**config.mk**
```make
export PLATFORM = sky130hd
export DESIGN_NAME = ram_access_master
export DESIGN_NICKNAME = d
export VERILOG_FILES = /design/src/rtl/ram_access_master.sv
export SDC_FILE = /design/constraint.sdc
export NUM_CORES = 1
export LEC_CHECK = 0
export ABC_AREA = 0
export CAP_MARGIN = 20
export CORE_ASPECT_RATIO = 1.75
export CORE_MARGIN = 3
export CORE_UTILIZATION = 40
export DETAILED_ROUTE_END_ITERATION = 16
export PLACE_DENSITY = 0.82
export SYNTH_ARGS = -nofsm -noshare
export SYNTH_HDL_FRONTEND = slang
export SYNTH_SLANG_ARGS = --single-unit
```
**constraint.sdc**
```tcl
create_clock -name clk -period 1.72 [get_ports clk]
set_input_delay 0.172 -clock clk [delete_from_list [all_inputs] [get_ports clk]]
set_output_delay 0.172 -clock clk [all_outputs]
set_load 0.01 [all_outputs]
```
**src/rtl/ram_access_master.sv**
```systemverilog
// Initiator for a single-port word RAM: byte/half/word loads and stores,
// big-endian lanes, read-modify-write for sub-word stores.
module ram_access_master #(
    parameter int ADDR_W = 5,
    parameter int DATA_W = 32
) (
    input  logic              clk,
    input  logic              reset,
    input  logic              req_valid,
    output logic              req_ready,
    input  logic              req_write,
    input  logic [1:0]        req_size,
    input  logic              req_signed,
    input  logic [ADDR_W+1:0] req_addr,
    input  logic [31:0]       req_wdata,
    output logic              rsp_valid,
    output logic [31:0]       rsp_rdata,
    output logic              rsp_err,
    output logic              ram_read,
    output logic              ram_write,
    output logic [ADDR_W-1:0] ram_address,
    output logic [31:0]       ram_wdata,
    input  logic [31:0]       ram_rdata
);

    typedef enum logic [2:0] {IDLE, RD, CAP, WR, RESP} state_t;

    state_t      state;
    logic [1:0]  off_q;
    logic [1:0]  size_q;
    logic        write_q;
    logic        signed_q;
    logic [15:0] wdata_q;
    logic        ram_read_q;
    logic        ram_write_q;
    logic        bad;
    logic [7:0]  byte_sel;
    logic [15:0] half_sel;
    logic [31:0] load_val;
    logic [31:0] merge_val;

    // Strobes are masked by reset so no RAM write can commit in a reset cycle.
    assign ram_read  = ram_read_q & ~reset;
    assign ram_write = ram_write_q & ~reset;
    assign req_ready = (state == IDLE);

    assign bad = (req_size == 2'b11)
               | ((req_size == 2'b01) & req_addr[0])
               | ((req_size == 2'b10) & (|req_addr[1:0]));

    always_comb begin
        byte_sel  = 8'h00;
        half_sel  = off_q[1] ? ram_rdata[15:0] : ram_rdata[31:16];
        load_val  = ram_rdata;
        merge_val = ram_rdata;
        unique case (off_q)
            2'd0: byte_sel = ram_rdata[31:24];
            2'd1: byte_sel = ram_rdata[23:16];
            2'd2: byte_sel = ram_rdata[15:8];
            2'd3: byte_sel = ram_rdata[7:0];
        endcase
        unique case (1'b1)
            (size_q == 2'b00): begin
                load_val = {{24{signed_q & byte_sel[7]}}, byte_sel};
                unique case (off_q)
                    2'd0: merge_val[31:24] = wdata_q[7:0];
                    2'd1: merge_val[23:16] = wdata_q[7:0];
                    2'd2: merge_val[15:8]  = wdata_q[7:0];
                    2'd3: merge_val[7:0]   = wdata_q[7:0];
                endcase
            end
            (size_q == 2'b01): begin
                load_val = {{16{signed_q & half_sel[15]}}, half_sel};
                if (off_q[1]) merge_val[15:0]  = wdata_q;
                else          merge_val[31:16] = wdata_q;
            end
            default: begin
                load_val  = ram_rdata;
                merge_val = ram_rdata;
            end
        endcase
    end

    always_ff @(posedge clk) begin
        if (reset) begin
            state       <= IDLE;
            off_q       <= 2'b00;
            size_q      <= 2'b00;
            write_q     <= 1'b0;
            signed_q    <= 1'b0;
            wdata_q     <= 16'h0;
            rsp_valid   <= 1'b0;
            rsp_err     <= 1'b0;
            rsp_rdata   <= 32'h0;
            ram_read_q  <= 1'b0;
            ram_write_q <= 1'b0;
            ram_address <= '0;
            ram_wdata   <= 32'h0;
        end else begin
            rsp_valid   <= 1'b0;
            ram_read_q  <= 1'b0;
            ram_write_q <= 1'b0;
            unique case (state)
                IDLE: begin
                    if (req_valid) begin
                        off_q    <= req_addr[1:0];
                        size_q   <= req_size;
                        write_q  <= req_write;
                        signed_q <= req_signed;
                        wdata_q  <= req_wdata[15:0];
                        if (bad) begin
                            state     <= RESP;
                            rsp_valid <= 1'b1;
                            rsp_err   <= 1'b1;
                        end else if (req_write && req_size == 2'b10) begin
                            state       <= WR;
                            ram_write_q <= 1'b1;
                            ram_address <= req_addr[ADDR_W+1:2];
                            ram_wdata   <= req_wdata;
                        end else begin
                            state       <= RD;
                            ram_read_q  <= 1'b1;
                            ram_address <= req_addr[ADDR_W+1:2];
                        end
                    end
                end
                RD: state <= CAP;
                CAP: begin
                    if (write_q) begin
                        state       <= WR;
                        ram_write_q <= 1'b1;
                        ram_wdata   <= merge_val;
                    end else begin
                        state     <= RESP;
                        rsp_valid <= 1'b1;
                        rsp_rdata <= load_val;
                    end
                end
                WR: begin
                    state     <= RESP;
                    rsp_valid <= 1'b1;
                end
                RESP: begin
                    state     <= IDLE;
                    rsp_err   <= 1'b0;
                    rsp_rdata <= 32'h0;
                end
                default: state <= IDLE;
            endcase
        end
    end

endmodule

```
* Yosys cells after proc, flatten, opt, wreduce, memory -nomap -nowiden
Index checks and enable logic that the tools add are counted.
** Word-level totals
- Register bits :: 98
- Output and inout bits :: 74
** Operators by class
- Reduce and logical (&&, ||, !) cells :: 14
- Multiplexer cells :: 35
- Equal/unequal tests :: 17
- Bitwise logic cells :: 12
** Operators by type and width (number)
- 32-bit case mux with 2 select lines :: 4
- 32-bit 2-to-1 mux :: 5
- 16-bit 2-to-1 mux :: 3
- 8-bit 2-to-1 mux :: 4
- 8-bit case mux with 4 select lines :: 1
- 3-bit case mux with 4 select lines :: 1
- 1-bit 2-to-1 mux :: 10
- 3-bit 2-to-1 mux :: 3
- 2-bit == test, second input constant :: 4
- 2-bit inequality test, second input constant :: 4
- 1-bit bitwise AND :: 6
- 2-bit by 1-bit == test with 1-bit output, second input constant :: 3
- 3-bit by 2-bit == test with 1-bit output, second input constant :: 2
- 3-bit AND reduction :: 2
- 2-bit nonzero test :: 3
- 5-bit AND reduction :: 1
- 2-bit logical NOT :: 2
- 2-bit by 1-bit inequality test with 1-bit output, second input constant :: 2
- 1-bit NOT :: 4
- 1-bit case mux with 2 select lines :: 2
- 2-bit AND reduction :: 2
- 4-bit OR reduction :: 1
- 3-bit by 1-bit == test with 1-bit output, second input constant :: 1
- 3-bit == test, second input constant :: 1
- 6 further kinds :: 7

* Depth between registers and ports, before layout
Gate-level depths: netlist of the first run.
- Depth in word-level cells :: 7
- Depth in mapped cells :: 7
- Depth with buffers taken out :: 4

* Least setup slack after synthesis of the first run
No wires, ideal clock.
- Kind :: register to register
- From :: reg off_q[0]
- To :: reg rsp_rdata[22]
- Stages on the path, launching flop included :: 7
- Library setup time :: 0.117 ns
- Period minus slack after synthesis :: 1.598 ns
- Data required time :: 1.603 ns
- Path buffers :: 2
- Data arrival time :: 1.481 ns
- Setup slack :: 0.122 ns
- Cells stage by stage :: dfxtp_1 -> buf_6 -> mux2_2 -> a32oi_2 -> o21ai_2 -> buf_6 -> a32o_1
** On the way
- Word-level cells in the longest chain between the ends :: 6
- Elaborated cells between the ends (all ways) :: 9
** Ends and longest elaborated chain
- start, declared :: line 29 : logic [1:0] off_q;
- start signal, assigned :: line 106 : off_q <= req_addr[1:0];
- 2-bit == test, or another cell as far along :: line 56 : unique case (off_q)
- 8-bit case mux with 4 select lines * :: line 56
- 1-bit bitwise AND * :: line 64 : load_val = {{24{signed_q & byte_sel[7]}}, byte_sel};
- 32-bit case mux with 2 select lines * :: line 62 : unique case (1'b1)
- 32-bit 2-to-1 mux * :: line 129 : if (write_q) begin
- 32-bit case mux with 2 select lines * :: line 103 : unique case (state)
- end signal, assigned :: line 136 : rsp_rdata <= load_val;
- end, declared :: line 17 : output logic [31:0] rsp_rdata,
Every way passes the cells marked *; elsewhere a longest branch is shown, timed or not. The select of a mux whose other input is x is not followed.
A chain may end at the register's enable or synchronous reset.

* Worst setup path after layout of the first run
- From :: in reset
- To :: out ram_write
** On the way
- Word-level cells in the longest chain between the ends :: 2
** Ends and longest elaborated chain
- start, declared :: line 8 : input logic reset,
- 1-bit NOT :: line 44 : assign ram_write = ram_write_q & ~reset;
- 1-bit bitwise AND :: line 44
- end, declared :: line 20 : output logic ram_write,
Every way passes these cells.

==> results.sh, run 1 <==
export IMPL_placed_area_sq_um=7229
export IMPL_final_hold_viol_count=0
export IMPL_grt_pass1_wl_um=28970
export IMPL_crit_path_top_delay_cell="clkdlybuf4s50_1"
export IMPL_synth_top_family_by_area="compound AO/OA/AOI/OAI gates"
export IMPL_synth_area_sq_um=5091
export IMPL_fin_area_sq_um=7611
export IMPL_synthCells=588
export IMPL_setup_ws_ns=0.03951
export IMPL_clock_latency_ns=0.35
export IMPL_crit_required_ns=1.55
export IMPL_cp_slowest_stage_delay_ns=0.55
export IMPL_grt_max_degree=34
export IMPL_end_kind="primary output"
export IMPL_die_y_um=155.2
export IMPL_setup_viol=0
export IMPL_synth_top_flop_cell="dfxtp_1"
export IMPL_cts_root_buffer_cell="clkbuf_16"
export IMPL_gp_congestion=0.9304
export IMPL_cp_num_cells=4
export IMPL_synth_common_cells="98 x dfxtp_1, 70 x nand2_1, 36 x nor2_1"
export IMPL_critical_path_top_delay_family="buffers and inverters"
export IMPL_initial_utilization=0.4172
export IMPL_synth_area_mux_share=0.06439
export IMPL_cp_common_cell="clkdlybuf4s50_1"
export IMPL_drv_cap=0
export IMPL_hold_ws_ns=0.3948
export IMPL_place_ws_ns=-0.2339
export IMPL_syn_nets=666
export IMPL_ys_seq_area_frac=0.3854
export IMPL_syn_avg_cell_area_sq_um=8.658
export IMPL_die_w_um=91.28
export IMPL_viasPerCell=5.816
export IMPL_pin_count=152
export IMPL_peakVddDrop_v=0.0006743
export IMPL_synth_edf_count=0
export IMPL_io_buffers=151
export IMPL_finalCritPeriodShare=0.9770
export IMPL_netlist_top_cell_by_area="dfxtp_1"
export IMPL_core_area_sq_um=12200
export IMPL_synth_compound_area_share=0.3015
export IMPL_min_path_type="in -> reg"
export IMPL_antenna_found_initial=0
export IMPL_synth_seq_cells=98
export IMPL_max_slew_margin_rel=0.7000
export IMPL_die_area_sq_um=14170
export IMPL_hpwl_um=14480
export IMPL_yosysWarningCount=0
export IMPL_cts_htree_levels=3
export IMPL_path_cells="clkdlybuf4s50_1 -> buf_4 -> nor2b_1 -> clkdlybuf4s50_1"
export IMPL_cts_buffer_depth=2
export IMPL_cts_tree="built"
export IMPL_fin_nets=848
export IMPL_crit_buf_inv=3
export IMPL_syn2layout_area_growth_pct=49.50
export IMPL_tightest_slew_ns=0.4387
export IMPL_track_usage=0.2596
export IMPL_path_max_fanout=3
export IMPL_whs_path_depth=3
export IMPL_postRouteAntennaNets=0
export IMPL_powerDensity_nw_per_um2=760.3
export IMPL_status="complete, no violations"
export IMPL_vias=5467
export IMPL_synthXorXnorAreaFrac=0
export IMPL_synthSimpleGateAreaFrac=0.1883
export IMPL_path_class="in -> out"
export IMPL_synth_area_leaders="dfxtp_1 39%, a32o_1 6.1%, nand2_1 5.2%"
export IMPL_finClkSkew_ns=0.006460
export IMPL_overflow=0
export IMPL_detail_route_wl_per_cell_um=19.79
export IMPL_p_leak_nw=2.852
export IMPL_fp_row_count=53
export IMPL_rr_worst_depth=6
export IMPL_drive_gt1_frac=0.1935
export IMPL_setup_worst_path_start_class="primary input"
export IMPL_crit_arrival_ns=1.51
export IMPL_yosysUniqueCellTypes=50
export IMPL_synthArstFlopShare=0
export IMPL_cts_hold_buffers=0
export IMPL_final_util=0.6238
export IMPL_synthAdderAreaFrac=0
export IMPL_drtIter0Drc=331
export IMPL_maxSlewViolCount=0
export IMPL_synthDominantCellAreaShare=0.3854
export IMPL_yosysMostFrequentCell="dfxtp_1"
export IMPL_clk_pin_slew_ns=0.07
export IMPL_dr_pass1_iters=5
export IMPL_cts_buffers=9
export IMPL_wl_um=18610
export IMPL_antennaDiodeCount=0
export IMPL_drc=0
export IMPL_fin_crit_ns=1.680
export IMPL_grt_pass1_vias=5463
export IMPL_clock_fmax_mhz=595.1
export IMPL_clock_sinks=98
==> cell families after synthesis <==
group	Yosys count
compound gates	206
buf+inv	64
flops	98
mux	30
simple gates	190
==> path summary, 6_finish.rpt <==
kind / slack, ns / start / endpoint
worst min register to register: 0.46 / rsp_rdata[5] / rsp_rdata[5]
worst min-delay path: 0.39 / req_wdata[10] / wdata_q[10]
worst max-delay path: 0.04 / reset / ram_write
worst max register to register: 0.06 / size_q[1] / rsp_rdata[6]
==> cells in the final DEF, fill, tap and decap left out, types with 8 or more instances in the layout <==
master           netlist  layout
clkbuf_16              0       9
o22ai_1               14      14
a31oi_1               17      17
clkdlybuf4s50_1        0     149
buf_4                  0      66
a22oi_1               16      15
nand3_1               17      17
a21oi_1               27      27
o2111ai_1              8       8
dfxtp_1               98      92
a22o_1                24      24
o21ai_0               33      33
nor2_1                36      36
nand2b_1              17      17
mux2i_1               20      19
buf_12                 0      10
nand2_1               70      70
a32o_1                31      31
o211ai_1               8       8
a221o_1                8       8
or2_2                 17      17
mux2_2                 8       8
==> worst reg2reg max path: cells and delay by family, from the launching register on <==
family,cells,cell delay (ns)
compound gates,2,0.25
buf+inv,2,0.30
flops,1,0.37
simple gates,2,0.63
==> registers in the layout, summed over array words and instances (netlist names) <==
register     flops
signed_q         1
state            3
rsp_rdata       32
rsp_err          1
write_q          1
ram_wdata       32
wdata_q         16
rsp_valid        1
size_q           2
ram_address      5
ram_read_q       1
off_q            2
ram_write_q      1
==> final cells by class <==
| class | count | area (sq um) |
|---|---|---|
| Fill cell | 1086 | 4591 |
| Multi-Input combinational cell | 426 | 2889 |
| Timing Repair Buffer | 227 | 2208 |
| Sequential cell | 98 | 1972 |
| Clock buffer | 13 | 280.3 |
| Tap cell | 165 | 206.4 |
| Inverter | 8 | 33.78 |
| Clock inverter | 3 | 21.27 |
==> power by group <==
part           switching, mW  leakage (nW)  total (mW)  internal [mW]
clock network          0.879         0.148        2.02           1.14
registers             0.0842         0.797        2.43           2.34
logic                  0.687          1.91        1.34          0.655
==> repair_timing <==
action                     in CTS  in global routing
gates resized for setup        10                 18
setup buffers                   0                  0
setup endpoints to repair      38                 53
==> through the flow <==
stage / cells / setup TNS (ns) / total power [mW]
floorplan: 588 / 0 / 3.100
global placement: 924 / -5.570 / 3.745
detailed placement: 924 / -7.658 / 3.770
CTS: 940 / 0 / 5.770
global route: 940 / -0.001365 / 5.984
finish: 940 / 0 / 5.787
==> layer usage <==
metal	global-route usage	wire, um	vias to the layer above
li1	-	-	2569
met1	0.2917	6954	2590
met2	0.4782	9973	256
met3	0.03532	955	52
met4	0.1209	723	0
met5	0	0	-
(Power assumes the default switching activity.)
==> inputs of run 2 (changes only) <==
Settings changed: SETUP_SLACK_MARGIN set to 0.1.
==> run 2 against run 1 <==
  * Die area did not move
  * Clock skew fell by 0.0013 ns
  * Non-clock buffer count rose by 2
  * Power rose by 1.6%
  * First-iteration DRC count fell by 4.2%
  * Design area rose by 2.7%
  * Via count fell by 0.95%
  * Flip-flop and latch count did not move
  * Utilization rose by 1.7 points
  * Global-route usage rose by 0.17 points
  * Maximum frequency rose by 4.6%
  * Final cell count rose by 0.21%
==> results.sh, run 2 (synthesis gave the netlist of run 1 again) <==
export IMPL_crit_path_top_delay_cell="or4b_4"
export IMPL_status="complete, no violations"
export IMPL_wl_met3_um=900
export IMPL_peakVddDrop_v=0.0006778
export IMPL_setup_worst_path_start_class="flop"
export IMPL_drtIter0Drc=317
export IMPL_end_kind="flop"
export IMPL_initial_utilization=0.4172
export IMPL_grt_pass1_wl_um=29130
export IMPL_whs_path_depth=3
export IMPL_holdPathEnd="wdata_q[10]"
export IMPL_final_hold_viol_count=0
export IMPL_wl_um=18800
export IMPL_postRouteAntennaNets=0
export IMPL_top_layer="met4"
export IMPL_crit_arrival_ns=1.86
export IMPL_vias=5415
export IMPL_p_leak_nw=2.876
export IMPL_syn2layout_area_growth_pct=53.60
export IMPL_pin_count=152
export IMPL_clock_sinks=98
export IMPL_crit_start="size_q[1]"
export IMPL_layout_common_cells="148 x clkdlybuf4s50_1, 92 x dfxtp_1, 70 x nand2_1"
export IMPL_clock_latency_ns=0.35
export IMPL_fin_crit_ns=1.606
export IMPL_die_w_um=91.28
export IMPL_grt_pass1_vias=5471
export IMPL_setup_viol=0
export IMPL_core_area_sq_um=12200
export IMPL_die_y_um=155.2
export IMPL_antennaDiodeCount=0
export IMPL_viasPerCell=5.748
export IMPL_fin_nets=850
export IMPL_power_mw=5.882
export IMPL_path_max_fanout=4
export IMPL_io_buffers=151
export IMPL_crit_required_ns=1.97
export IMPL_powerDensity_nw_per_um2=752.2
export IMPL_clk_pin_slew_ns=0.07
export IMPL_min_path_type="in -> reg"
export IMPL_p_sw_mw=1.694
export IMPL_antenna_found_initial=0
export IMPL_dr_wl_met2_um=10160
export IMPL_grt_max_degree=34
export IMPL_p_sw_frac=0.2880
export IMPL_finalCritPeriodShare=0.9336
export IMPL_finalSetupTns_ns=0
export IMPL_maxSlewViolCount=0
export IMPL_drv_cap=0
export IMPL_cts_buffers=9
export IMPL_die_area_sq_um=14170
export IMPL_fill_cells=1049
export IMPL_critical_path_top_delay_family="simple AND/OR/NAND/NOR gates"
export IMPL_sequentialPowerShare=0.413
export IMPL_finClkSkew_ns=0.005156
export IMPL_dp_cells=924
export IMPL_stdcell_count=942
export IMPL_crit_buf_inv=2
export IMPL_power_frac_comb=0.243
export IMPL_path_cells="buf_6 -> or4b_4 -> nor2_1 -> a2111oi_2 -> buf_4 -> a22o_1"
export IMPL_drc=0
export IMPL_track_usage=0.2613
export IMPL_cts_buffer_depth=2
export IMPL_clock_fmax_mhz=622.7
export IMPL_top_regs="ram_wdata x32, rsp_rdata x32, wdata_q x16"
export IMPL_seq_area_sq_um=1982
export IMPL_max_slew_margin_rel=0.6258
export IMPL_path_class="reg -> reg"
export IMPL_pwr_share_clk=0.344
export IMPL_tightest_slew_ns=0.5569
export IMPL_rr_worst_depth=6
export IMPL_setup_ws_ns=0.1141
export IMPL_place_ws_ns=-0.2339
export IMPL_hpwl_um=14480
export IMPL_p_int_mw=4.188
export IMPL_dr_pass1_iters=5
export IMPL_final_common_cell="clkdlybuf4s50_1"
export IMPL_cp_slowest_stage_delay_ns=0.54
export IMPL_reg2reg_to="rsp_rdata[1]"
export IMPL_rsz0062_at_grt="yes"
export IMPL_r2r_start="size_q[1]"
export IMPL_drive_gt1_frac=0.2278
export IMPL_fp_row_count=53
export IMPL_detail_route_wl_per_cell_um=19.95
export IMPL_cts_tree="built"
export IMPL_wl_met1_um=7080
export IMPL_overflow=0
export IMPL_final_util=0.6409
export IMPL_gp_congestion=0.9304
export IMPL_cts_root_buffer_cell="clkbuf_16"
export IMPL_hp_start="req_wdata[10]"
export IMPL_cts_htree_levels=3
export IMPL_multi_input_area_sq_um=3039
export IMPL_ff2ff_setup_slack_ns=0.11
==> run 2: changes by cell type in the layout (fill, tap and decap cells not counted), moves of 3 or more <==
cell | before | now
buf_6 | 0 | 8
buf_4 | 66 | 59
o21ai_0 | 33 | 26
o21ai_1 | 1 | 8
a22oi_1 | 15 | 9
a22oi_2 | 2 | 8
nor2_1 | 36 | 31
dfxtp_2 | 5 | 1
dfxtp_4 | 1 | 5
or2_4 | 0 | 4
nor2_2 | 4 | 7
or2_1 | 3 | 0
==> run 2: worst max-delay path by stage <==
stage / endpoint / slack [ns] / cells past startpoint
floorplan: rsp_rdata[22] / 0.12 / 6
CTS: req_ready / 0.07 / 4
detailed placement: rsp_rdata[16] / -0.23 / 5
global placement: rsp_rdata[5] / -0.22 / 5
global route: rsp_rdata[3] / 0.03 / 5
finish: rsp_rdata[1] / 0.11 / 6
==> run 2: repair_timing <==
| action | CTS | global route |
|---|---|---|
| buffers inserted | 1 | 1 |
| hold buffers | 0 | 0 |
| pin swaps | 3 | 16 |
| resized for setup | 34 | 49 |
| endpoints found under the setup margin | 70 | 72 |
==> run 2: metrics by stage <==
step | hold slack [ns] | cell area (sq um)
floorplan | 0.3080 | 5091
global placement | 0.4390 | 7229
detailed placement | 0.4421 | 7229
CTS | 0.3865 | 7645
global route | 0.4169 | 7820
finish | 0.3941 | 7820
==> run 2: cell type report <==
class | instances | share of cell area
tap | 165 | 0.02640
timing repair buffer | 229 | 0.2886
sequential | 98 | 0.2534
clock inverter | 3 | 0.002720
multi-input combinational | 426 | 0.3886
clock buffer | 13 | 0.03584
inverter | 8 | 0.004320
==> run 2: layer usage <==
metal | vias up | GRT usage
met5 | - | 0
met4 | 0 | 0.1122
met3 | 45 | 0.03387
met2 | 207 | 0.4856
met1 | 2588 | 0.2950
li1 | 2575 | -
==> run 2: worst reg2reg max path, cell delays in order, from the launching register on <==
cell,delay (ns)
dfxtp_4,0.36
buf_6,0.12
or4b_4,0.54
nor2_1,0.13
a2111oi_2,0.06
buf_4,0.14
a22o_1,0.16
==> run 2: power by group through the flow <==
stage	Sequential, mW	Combinational (mW)	Clock [mW]
floorplan	2.45	0.655	0
global placement	2.47	1.28	0
detailed placement	2.47	1.30	0
CTS	2.42	1.35	2.03
global route	2.43	1.53	2.11
finish	2.43	1.43	2.02
